<file path="src/rtl/instr_encode_loader.sv">
// Packs MIPS instruction descriptions into 32-bit words and writes them to instruction memory.
// Latency: a description accepted in cycle N is written (mem_we) in cycle N+1.
// Backpressure: in_ready only in ACCEPT, so at most one word per two cycles.
module instr_encode_loader #(
    parameter int ADDR_W    = 8,
    parameter int BASE_ADDR = 0
) (
    input  logic              clk,
    input  logic              rst,
    input  logic              start,
    input  logic              in_valid,
    output logic              in_ready,
    input  logic [2:0]        in_class,
    input  logic [4:0]        in_rs,
    input  logic [4:0]        in_rt,
    input  logic [4:0]        in_rd,
    input  logic [4:0]        in_shamt,
    input  logic [5:0]        in_funct,
    input  logic [15:0]       in_imm,
    input  logic              in_last,
    output logic              mem_we,
    output logic [ADDR_W-1:0] mem_addr,
    output logic [31:0]       mem_wdata,
    output logic [ADDR_W:0]   count,
    output logic              done,
    output logic              err
);
    localparam logic [ADDR_W:0]   DEPTH = {1'b1, {ADDR_W{1'b0}}};
    localparam logic [ADDR_W-1:0] BASE  = ADDR_W'(BASE_ADDR);

    typedef enum logic [1:0] {S_ACCEPT, S_WRITE, S_DONE, S_ERROR} state_t;

    state_t            r_state;
    state_t            w_state_nxt;
    logic [31:0]       r_wdata;
    logic [ADDR_W-1:0] r_addr;
    logic [ADDR_W:0]   r_count;
    logic              r_last;
    logic [31:0]       w_enc;
    logic              w_legal;
    logic [ADDR_W:0]   w_count_inc;

    assign w_count_inc = r_count + 1'b1;

    always_comb begin
        w_enc   = '0;
        w_legal = 1'b1;
        case (in_class)
            3'd0:    w_enc = {6'b000000, in_rs, in_rt, in_rd, in_shamt, in_funct};
            3'd1:    w_enc = {6'b100011, in_rs, in_rt, in_imm};
            3'd2:    w_enc = {6'b101011, in_rs, in_rt, in_imm};
            3'd3:    w_enc = {6'b000100, in_rs, in_rt, in_imm};
            3'd4:    w_enc = {6'b001000, in_rs, in_rt, in_imm};
            default: w_legal = 1'b0;
        endcase
    end

    always_comb begin
        w_state_nxt = r_state;
        case (r_state)
            S_ACCEPT: if (in_valid) w_state_nxt = w_legal ? S_WRITE : S_ERROR;
            // A final word that exactly fills memory is a complete program, not an overflow.
            S_WRITE: begin
                if (r_last)                    w_state_nxt = S_DONE;
                else if (w_count_inc == DEPTH) w_state_nxt = S_ERROR;
                else                           w_state_nxt = S_ACCEPT;
            end
            S_DONE:   if (start) w_state_nxt = S_ACCEPT;
            S_ERROR:  w_state_nxt = S_ERROR;
            default:  w_state_nxt = S_ERROR;
        endcase
    end

    always_ff @(posedge clk or posedge rst) begin
        if (rst) begin
            r_state <= S_ACCEPT;
            r_wdata <= '0;
            r_addr  <= BASE;
            r_count <= '0;
            r_last  <= 1'b0;
        end else begin
            r_state <= w_state_nxt;
            if (r_state == S_ACCEPT && in_valid && w_legal) begin
                r_wdata <= w_enc;
                r_last  <= in_last;
            end
            if (r_state == S_WRITE) begin
                r_count <= w_count_inc;
                r_addr  <= r_addr + 1'b1;
            end
            if (r_state == S_DONE && start) begin
                r_count <= '0;
                r_addr  <= BASE;
            end
        end
    end

    // Decoded from the state register so reset drops mem_we without waiting for a clock.
    assign in_ready  = (r_state == S_ACCEPT);
    assign mem_we    = (r_state == S_WRITE);
    assign done      = (r_state == S_DONE);
    assign err       = (r_state == S_ERROR);
    assign mem_addr  = r_addr;
    assign mem_wdata = r_wdata;
    assign count     = r_count;
endmodule

</file>
<file path="config.mk">
export PLATFORM = sky130hd
export DESIGN_NAME = instr_encode_loader
export DESIGN_NICKNAME = d
export VERILOG_FILES = /design/src/rtl/instr_encode_loader.sv
export SDC_FILE = /design/constraint.sdc
export NUM_CORES = 1
export LEC_CHECK = 0
export CAP_MARGIN = 15
export CORE_MARGIN = 5
export CORE_UTILIZATION = 29
export DETAILED_ROUTE_END_ITERATION = 16
export SETUP_SLACK_MARGIN = 0.1
export SLEW_MARGIN = 20
export SYNTH_ARGS = -nofsm -noshare
export SYNTH_HDL_FRONTEND = slang
export SYNTH_SLANG_ARGS = --single-unit
</file>
<file path="constraint.sdc">
create_clock -name clk -period 5 [get_ports clk]
set_input_delay 1 -clock clk [delete_from_list [all_inputs] [get_ports clk]]
set_output_delay 1 -clock clk [all_outputs]
set_load 0.05 [all_outputs]
</file>
Word-level counts from Yosys, hierarchy flattened
Index checks and enable logic that the tools add are counted.
{"block": "totals", "reg_bits": 52, "wordCells": 37, "input_bits": 50}
{"block": "op_classes", "addsub": 2, "n_mux": 12, "n_eq_ne": 10, "reduce_logical": 8}
{"op": "$pmux 32 s5", "count": 1}
{"op": "$mux 9", "count": 2}
{"op": "$mux 8", "count": 2}
{"op": "$mux 2", "count": 5}
{"op": "$add 9x1->9 const B", "count": 1}
{"op": "$eq 9x9->1 const B", "count": 1}
{"op": "$add 8x1->8 const B", "count": 1}
{"op": "$pmux 2 s4", "count": 1}
{"op": "$eq 3x2->1 const B", "count": 2}
{"op": "$reduce_or 5->1", "count": 1}
{"op": "$eq 2x2->1 const B", "count": 2}
{"op": "$ne 2x2->1 const B", "count": 2}
{"op": "$eq 3x1->1 const B", "count": 1}
{"op": "$eq 3x3->1 const B", "count": 1}
{"op": "$logic_and 1x1->1", "count": 3}
{"op": "$logic_not 3->1", "count": 1}
{"op": "$eq 2x1->1 const B", "count": 1}
{"op": "$logic_not 2->1", "count": 1}
{"op": "$reduce_and 2->1", "count": 1}
{"op": "$reduce_bool 2->1", "count": 1}
{"op": "$mux 1", "count": 1}

Logic depth before layout (Yosys ltp)
Gate-level depths: netlist (run 1).
{"block": "depth", "depth_word": 6, "ltp_mapped": 6}

Least setup slack after synthesis (run 1)
OpenSTA, ideal clock, no wires.
{"block": "synth_timing", "path_type": "register to output", "start": "register r_state[1]", "end": "output mem_we", "n_path_buf": 1, "arrival_ps": 1349, "slack_ps": 2651, "required_ps": 4000, "stages_incl_launch_ff": 4, "cell_sequence": "dfrtp_1 nand2b_1 inv_1 buf_1"}
{"block": "synth_via", "elab_chain_len": 1}
{"item": "from (decl)", "line_no": "33", "text": "state_t r_state;"}
{"item": "from (signal assigned)", "line_no": "82", "text": "r_state <= w_state_nxt;"}
{"item": "$eq 2x1->1", "line_no": "100", "text": "assign mem_we = (r_state == S_WRITE);"}
{"item": "to (decl)", "line_no": "21", "text": "output logic mem_we,"}
Every way passes these cells.

Worst setup path in the final report (run 1)
Ends and elaborated chain as after synthesis.

==> qor.yml, run 1 <==
grt_max_degree: 50
r2r_cells: 5
route.detailed.drc: 0
synth_commonest_cells: "dfrtp_1, nor2_1, a21oi_1"
grt_pass1_vias: 2050
fin_nets: 371
synthFlopType: "dfrtp_1"
hp-class: "reg -> reg"
start_util_pct: 30.1
numClockSinks: 49
grt_setup_unrepaired: "no"
syn_area_per_cell_sq_um: 10.5
synth_top_cell_area_share_pct: 52.1
setup_tns_ns: 0
grt_pass1_wl_um: 10700
cts_resized: 0
netlist_instances: 224
groute.usage.overall_pct: 13.2
ant_nets: 0
period_minus_slack_ns: 3.45
power.density_nw_per_um2: 228
synthTopCellsByArea: "dfrtp_1, mux2i_1, a21oi_1, nor2_1, o21ai_0"
hold_viol_final: 0
worstHoldEndpoint: "mem_wdata[17]"
timing.rr.start: "r_state[0]"
end_kind: "output pin"
antenna_found_initial: 0
critPathLaunchType: "flop"
cp_max_fo: 16
die-area_sq_um: 10000
leakagePower_uw: 0.00144
gp_congestion: 0.730
synth_area_leader_cell: "dfrtp_1"
netlist-cell-type-count: 43
arrival_ns: 2.45
grt_overflow: 0
ios: 103
cts_buffer_depth: 2
fin_area_sq_um: 3480
cp_data_required_time_ns: 4.00
synth.most_common_cell: "dfrtp_1"
status: "finished clean"
routed_wl_um: 6490
ctsHoldBuffers: 0
cts_tree: "done"
slew_violations: 0
hold_slack_ns: 0.491
insertion_delay_ns: 0.29
synth_edf_count: 0
ys_seq_elements: 49
area_growth_pct: 48.0
netlist_area_sq_um: 2350
r2r_setup_slack_ns: 2.66
synth_fp_nets: 276
max_freq_mhz: 290
ys_seq_area_share_pct: 52.1
drive_above_1_share_pct: 5.03
cts-root-buf: "clkbuf_8"
period_share_pct: 69.0
dr.pass1.iters: 4
hold_depth: 1
cts_htree_levels: 2
die_w_um: 100
drt_iter0_drc: 48
routedWlPerCell_um: 15.5
worst_slew_pin_slew_ns: 0.911
core_area_sq_um: 7810
hold_start: "mem_wdata[17]"
die_h_um: 100
num_vias: 2007
cap_violations: 0
slew_headroom_pct: 39.1
postCtsSetupRepairBufs: 0
critPathKind: "reg -> out"
via_per_inst: 4.78
fin_skew_ns: 0.00907
utilization_pct: 44.6
rows: 32
yosysWarningCount: 0
async_reset_ff_share_pct: 100
place_area_sq_um: 3410
hpwl_um: 4880
vdd_drop_max_uv: 87.7
r2r_end: "count[7]"
antenna_cells: 0
setup_violations: 0
cts_buffers: 5
io_buffers: 101
cts.clk_slew.worst_paths_ns: 0.09
## layer usage
metal	GRT usage, %	vias to the layer above	share of wire, %
li1	-	979	-
met1	18.6	945	48
met2	19.5	77	42
met3	4.79	6	8.9
met4	2.80	0	0.86
met5	0	-	0
## how the worst max path moves through the flow
stage,endpoint,cells past startpoint,start,slack (ns)
6_report,mem_we,3,r_state[1],1.55
5_1_grt,mem_we,3,r_state[1],1.39
4_1_cts,mem_we,3,r_state[1],1.55
3_5_place_dp,mem_wdata[6],6,in_valid,1.70
3_3_place_gp,mem_wdata[24],4,in_valid,1.76
2_1_floorplan,mem_we,3,r_state[1],2.65
## area by class of cell
type,instances,area (sq um)
fill,752,4330
sequential,49,1230
timing repair buffer,102,1020
multi-input combinational,154,1010
tap,102,128
clock buffer,5,68.8
inverter,7,27.5
clock inverter,1,5.00
## per-stage QoR
step	instances	power (uW)	worst slack, ns
2_1_floorplan	224	513	2.65
3_3_place_gp	414	589	1.76
3_5_place_dp	414	591	1.70
4_1_cts	420	809	1.55
5_1_grt	420	835	1.39
6_report	420	795	1.55
## sequential cells by signal, indices dropped and copies added (netlist names)
signal and count:
mem_addr 8, mem_wdata 29, r_state 2, count 9, r_last 1
## where the power goes
part	total, uW	leakage (uW)	internal (uW)	switching, uW
registers	418	0.000561	410	7.95
logic	163	0.000843	71.8	91.0
clock network	214	0.0000399	92.3	121
total	795	0.00144	574	220
## cell families (layout without fill, tap and decap cells)
group	count (synthesis)	in the layout	synth area share, %
DFF	49	49	52.1
other	1	1	0.159
and+or+nand+nor	64	64	13.7
adders and majority gates	2	2	1.06
xor gates and xnor gates	4	4	1.49
muxes	26	26	11.6
buffers and inverters	21	115	5.05
AOI/OAI and AO/OA	57	57	14.8
## worst max-delay path, stage by stage (launching register included)
cell and delay (ns):
dfrtp_1 0.42, nand2b_1 0.37, inv_1 0.47, clkdlybuf4s50_1 0.90
## layout by cell type, fill, tap and decap left out, types with 2 or more instances in the layout
master	count
a21oi_1	24
a22o_1	4
and3_1	3
and3b_1	2
and4_1	2
clkbuf_8	5
clkdlybuf4s50_1	101
clkinv_2	2
dfrtp_1	49
ha_1	2
inv_1	6
mux2_1	5
mux2_2	5
mux2i_1	16
nand2_1	11
nand3_1	7
nand4_1	4
nor2_1	26
o211ai_1	2
o21ai_0	15
o31ai_1	2
o41ai_1	3
xor2_1	3
No activity file was read; power rests on OpenSTA's default activity.
==> run 2, diff against run 1 <==
==> constraint.sdc (replaced) <==
create_clock -name clk -period 2.88 [get_ports clk]
set_input_delay 0.576 -clock clk [delete_from_list [all_inputs] [get_ports clk]]
set_output_delay 0.576 -clock clk [all_outputs]
set_load 0.05 [all_outputs]
==> run 2 against run 1 <==
Effect of this change: clock-buffer cell count grew 1; non-clock buffer count grew 4; cell area rose by 2.6%; register-to-register slack got worse by 1.7 ns; final cell count rose by 1.4%; wire length is 1.6% lower; sequential share of layout area down 0.88 points; sequential power is 74% higher; critical path type unchanged; largest cell class unchanged.
==> qor.yml, run 2 (same netlist as run 1, synthesis figures left out) <==
status: "finished clean"
place_area_sq_um: 3460
drt_iter0_drc: 77
mostFrequentLayoutCells: "clkdlybuf4s50_1, dfrtp_1, nor2_1"
final.fill_count: 742
fin_nets: 375
critPathLaunchType: "flop"
period_share_pct: 86.7
gp_congestion: 0.771
fin_area_sq_um: 3570
largest_reg_flops: 29
cts_htree_levels: 2
r2r_end: "count[6]"
critPathKind: "reg -> out"
cts_buffers: 5
period_minus_slack_ns: 2.50
setup_tns_ns: 0
cp_data_required_time_ns: 2.30
fin_skew_ns: 0.00318
die_h_um: 100
setup_violations: 0
cts_resized: 0
route.detailed.drc: 0
die-area_sq_um: 10000
area_growth_pct: 51.8
power.density_nw_per_um2: 421
antenna_found_initial: 0
place_inst: 418
ctsHoldBuffers: 0
max_freq_mhz: 401
cts-root-buf: "clkbuf_8"
cts_buffer_depth: 2
io_buffers: 101
hpwl_um: 4770
numClockSinks: 49
ios: 103
r2r_cells: 7
start_util_pct: 30.1
slew_headroom_pct: 64.2
leakagePower_uw: 0.00149
slew_violations: 0
end_kind: "output pin"
rows: 32
grt_max_degree: 45
drive_above_1_share_pct: 6.79
ant_nets: 0
worst_slew_pin_slew_ns: 0.530
antenna_cells: 0
grt_pass1_vias: 1971
arrival_ns: 1.92
cts_tree: "done"
insertion_delay_ns: 0.30
routedWlPerCell_um: 15.0
setup.worst_path.end: "err"
cp_max_fo: 8
cts.clk_slew.worst_paths_ns: 0.09
r2r_setup_slack_ns: 1.00
grt_setup_unrepaired: "no"
dr.pass1.iters: 4
die_w_um: 100
hp-class: "reg -> reg"
via_per_inst: 4.77
grt_overflow: 0
routed_wl_um: 6390
cap_violations: 0
instances_no_fill: 426
timing.rr.start: "r_state[1]"
groute.usage.overall_pct: 12.6
hold_viol_final: 0
startpoint: "r_state[0]"
postCtsSetupRepairBufs: 0
core_area_sq_um: 7810
vdd_drop_max_uv: 192
num_vias: 2034
layout_commonest_cell: "clkdlybuf4s50_1"
grt_pass1_wl_um: 10200
-- run 2: critical path: stages, from the launching register on --
cell	delay [ns]
dfrtp_1	0.48
inv_1	0.11
nor2_1	0.18
clkdlybuf4s50_1	0.84
-- run 2: layout make-up --
type	instances	area, sq um	area share, %
multi-input combinational	154	1010	28.2
timing repair buffer	106	1070	30.0
sequential	49	1230	34.3
tap	102	128	3.58
inverter	7	26.3	0.736
clock inverter	2	38.8	1.09
clock buffer	6	72.6	2.03
-- run 2: worst min path at each step --
| stage | from | endpoint | cells after the start |
|---|---|---|---|
| after floorplan | r_last | r_last | 2 |
| after global placement | mem_wdata[16] | mem_wdata[16] | 1 |
| after detailed placement | mem_addr[7] | mem_addr[7] | 1 |
| after CTS | mem_addr[7] | mem_addr[7] | 1 |
| after global routing | mem_addr[7] | mem_addr[7] | 1 |
| final | mem_wdata[17] | mem_wdata[17] | 1 |
-- run 2: layer usage --
metal,part of all wire [%],wire length [um],vias to the layer above,GRT usage (%)
li1,-,-,991,-
met1,48,3060,957,17.7
met2,41,2650,81,18.2
met3,9.8,625,5,5.07
met4,0.78,50,0,2.80
met5,0,0,-,0
-- run 2: report_power, final --
group | switching [uW] | internal [uW] | leakage, uW
sequential | 13.2 | 712 | 0.000561
clock | 230 | 261 | 0.0000554
combinational | 158 | 128 | 0.000871
-- run 2: through the flow --
stage | hold WS, ns | worst slack, ns | utilization, % | total power, uW
after global placement | 0.467 | 0.476 | 44.3 | 1030
after global routing | 0.507 | 0.252 | 45.7 | 1570
after floorplan | 0.529 | 0.955 | - | 891
final | 0.494 | 0.384 | 45.7 | 1500
after detailed placement | 0.479 | 0.455 | 44.3 | 1030
after CTS | 0.496 | 0.343 | 45.7 | 1530
==> run 3, diff against run 2 <==
--- a/config.mk
+++ b/config.mk
@@ -7,8 +7,10 @@
 export LEC_CHECK = 0
 export CAP_MARGIN = 15
 export CORE_MARGIN = 5
-export CORE_UTILIZATION = 29
+export CORE_UTILIZATION = 38
 export DETAILED_ROUTE_END_ITERATION = 16
+export PLACE_DENSITY = 0.76
+export RECOVER_POWER = 100
 export SETUP_SLACK_MARGIN = 0.1
 export SLEW_MARGIN = 20
 export SYNTH_ARGS = -nofsm -noshare
==> constraint.sdc (replaced) <==
create_clock -name clk -period 2.05 [get_ports clk]
set_input_delay 0.41 -clock clk [delete_from_list [all_inputs] [get_ports clk]]
set_output_delay 0.41 -clock clk [all_outputs]
set_load 0.05 [all_outputs]
==> run 3 against run 2 <==
Effect of this change: via count grew 2.8%; final cell count fell by 4.0%; cell area down 1.4%; non-clock buffer count is 10 higher; combinational power grew 38%; largest cell class unchanged; largest power group unchanged; highest routed layer unchanged.
==> qor.yml, run 3 (same netlist as run 1, synthesis figures left out) <==
groute.usage.overall_pct: 15.9
hold_depth: 1
die-area_sq_um: 7860
grt_pass1_vias: 2100
critPathBufInv: 1
grt_overflow: 0
area_growth_pct: 49.6
antenna_found_initial: 0
setup_violations: 0
power.density_nw_per_um2: 598
cts_tree: "done"
route.detailed.drc: 0
dp_slack_ns: -0.0437
postCtsSetupRepairBufs: 0
gp_congestion: 0.810
fin_skew_ns: 0.00883
ant_nets: 0
io_buffers: 101
drive_above_1_share_pct: 9.28
instances_no_fill: 409
cp_data_required_time_ns: 1.64
power_frac_seq_pct: 48.3
antenna_cells: 0
status: "finished clean"
hp-class: "reg -> reg"
dr.pass1.iters: 4
max_freq_mhz: 512
r2r_cells: 4
cts_htree_levels: 2
crit_cells: 1
critPathKind: "reg -> out"
grt_setup_unrepaired: "no"
pwr-share-clk_pct: 32.9
drt_iter0_drc: 104
cap_violations: 0
cts_buffers: 5
grt_pass1_wl_um: 9850
internal-power_uw: 1540
period_share_pct: 95.3
layout_commonest_cell: "clkdlybuf4s50_1"
via_per_inst: 5.11
routed_wl_um: 6180
fin_nets: 385
num_vias: 2090
slew_violations: 0
worst_slew_pin_slew_ns: 0.984
p_sw_uw: 567
hpwl_um: 4780
final.fill_count: 548
ios: 103
vdd_drop_max_uv: 335
cts.clk_slew.worst_paths_ns: 0.10
routedWlPerCell_um: 15.1
crit_path_cell_trace: "dlygate4sd3_1"
setup_ws_ns: 0.0970
insertion_delay_ns: 0.30
mostFrequentLayoutCells: "clkdlybuf4s50_1, dfrtp_1, nor2_1"
arrival_ns: 1.54
core_area_sq_um: 5960
grt_max_degree: 27
largest_reg_flops: 29
hold_viol_final: 0
place_inst: 401
pwr-share-comb_pct: 18.8
slew_headroom_pct: 34.3
critPathLaunchType: "flop"
leakagePower_uw: 0.00154
rows: 28
ctsHoldBuffers: 0
cts_buffer_depth: 2
end_kind: "output pin"
period_minus_slack_ns: 1.95
critPathTopFamily: "buffers and inverters"
cpPeakStageDelay_ns: 0.88
die_h_um: 88.7
numClockSinks: 49
r2r_setup_slack_ns: 0.27
cts-root-buf: "clkbuf_8"
die_w_um: 88.7
switching_share_pct: 26.9
start_util_pct: 39.5
worst_path_max_delay_cell: "dlygate4sd3_1"
cp_max_fo: 2
-- run 3: changes by cell type in the layout (fill, tap and decap cells not counted), moves of 2 or more --
cell             change
buf_4                +6
dlygate4sd2_1       +11
dlygate4sd3_1       +18
clkbuf_2             +2
clkdlybuf4s50_1     -41
clkbuf_1            +11
-- run 3: power groups by stage --
stage          sequential, uW  combinational (uW)  clock [uW]
2_1_floorplan            1160                93.6           0
3_3_place_gp             1040                 409           0
3_5_place_dp             1040                 415           0
4_1_cts                  1020                 415         719
5_1_grt                  1020                 421         767
6_report                 1020                 395         693
-- run 3: stage by stage --
step | instance area (sq um) | power [uW] | TNS [ns] | hold slack [ns] | utilization (%)
6_report | 3520 | 2110 | 0 | 0.492 | 59.1
3_5_place_dp | 3510 | 1450 | -0.364 | 0.482 | 58.9
5_1_grt | 3520 | 2210 | 0 | 0.520 | 59.1
3_3_place_gp | 3510 | 1450 | -0.366 | 0.470 | 58.9
2_1_floorplan | 2350 | 1250 | 0 | 0.506 | -
4_1_cts | 3610 | 2150 | 0 | 0.499 | 60.6
-- run 3: timing repair --
item                                   in CTS  in global routing
endpoints found under the hold margin       0                  0
resized for setup                          11                  5
cloned                                      0                  0
setup endpoints to repair                  11                  5
-- run 3: layout make-up --
| cell class | instances | area [sq um] | share of cell area [%] |
|---|---|---|---|
| clock buffers | 5 | 68.8 | 1.96 |
| clock inverters | 3 | 46.3 | 1.32 |
| inverters | 7 | 26.3 | 0.747 |
| multi-input cells | 154 | 996 | 28.3 |
| flip-flops and latches | 49 | 1230 | 34.8 |
| well taps | 75 | 93.8 | 2.67 |
| repair buffers | 116 | 1060 | 30.2 |
-- run 3: routing by layer --
layer | wire (um) | global-route usage, % | vias to the layer above
met1 | 2530 | 19.9 | 984
met4 | 63 | 3.85 | 0
met2 | 2900 | 26.7 | 83
li1 | - | - | 1015
met5 | 0 | 0 | -
met3 | 697 | 5.31 | 8
-- run 3: final timing paths --
path	from	endpoint
min in group asynchronous	rst	r_last
max reg2reg	r_state[0]	mem_wdata[24]
max	mem_wdata[8]	mem_wdata[8]
max in group asynchronous	rst	mem_wdata[25]
min	mem_wdata[20]	mem_wdata[20]
min reg2reg	mem_wdata[20]	mem_wdata[20]
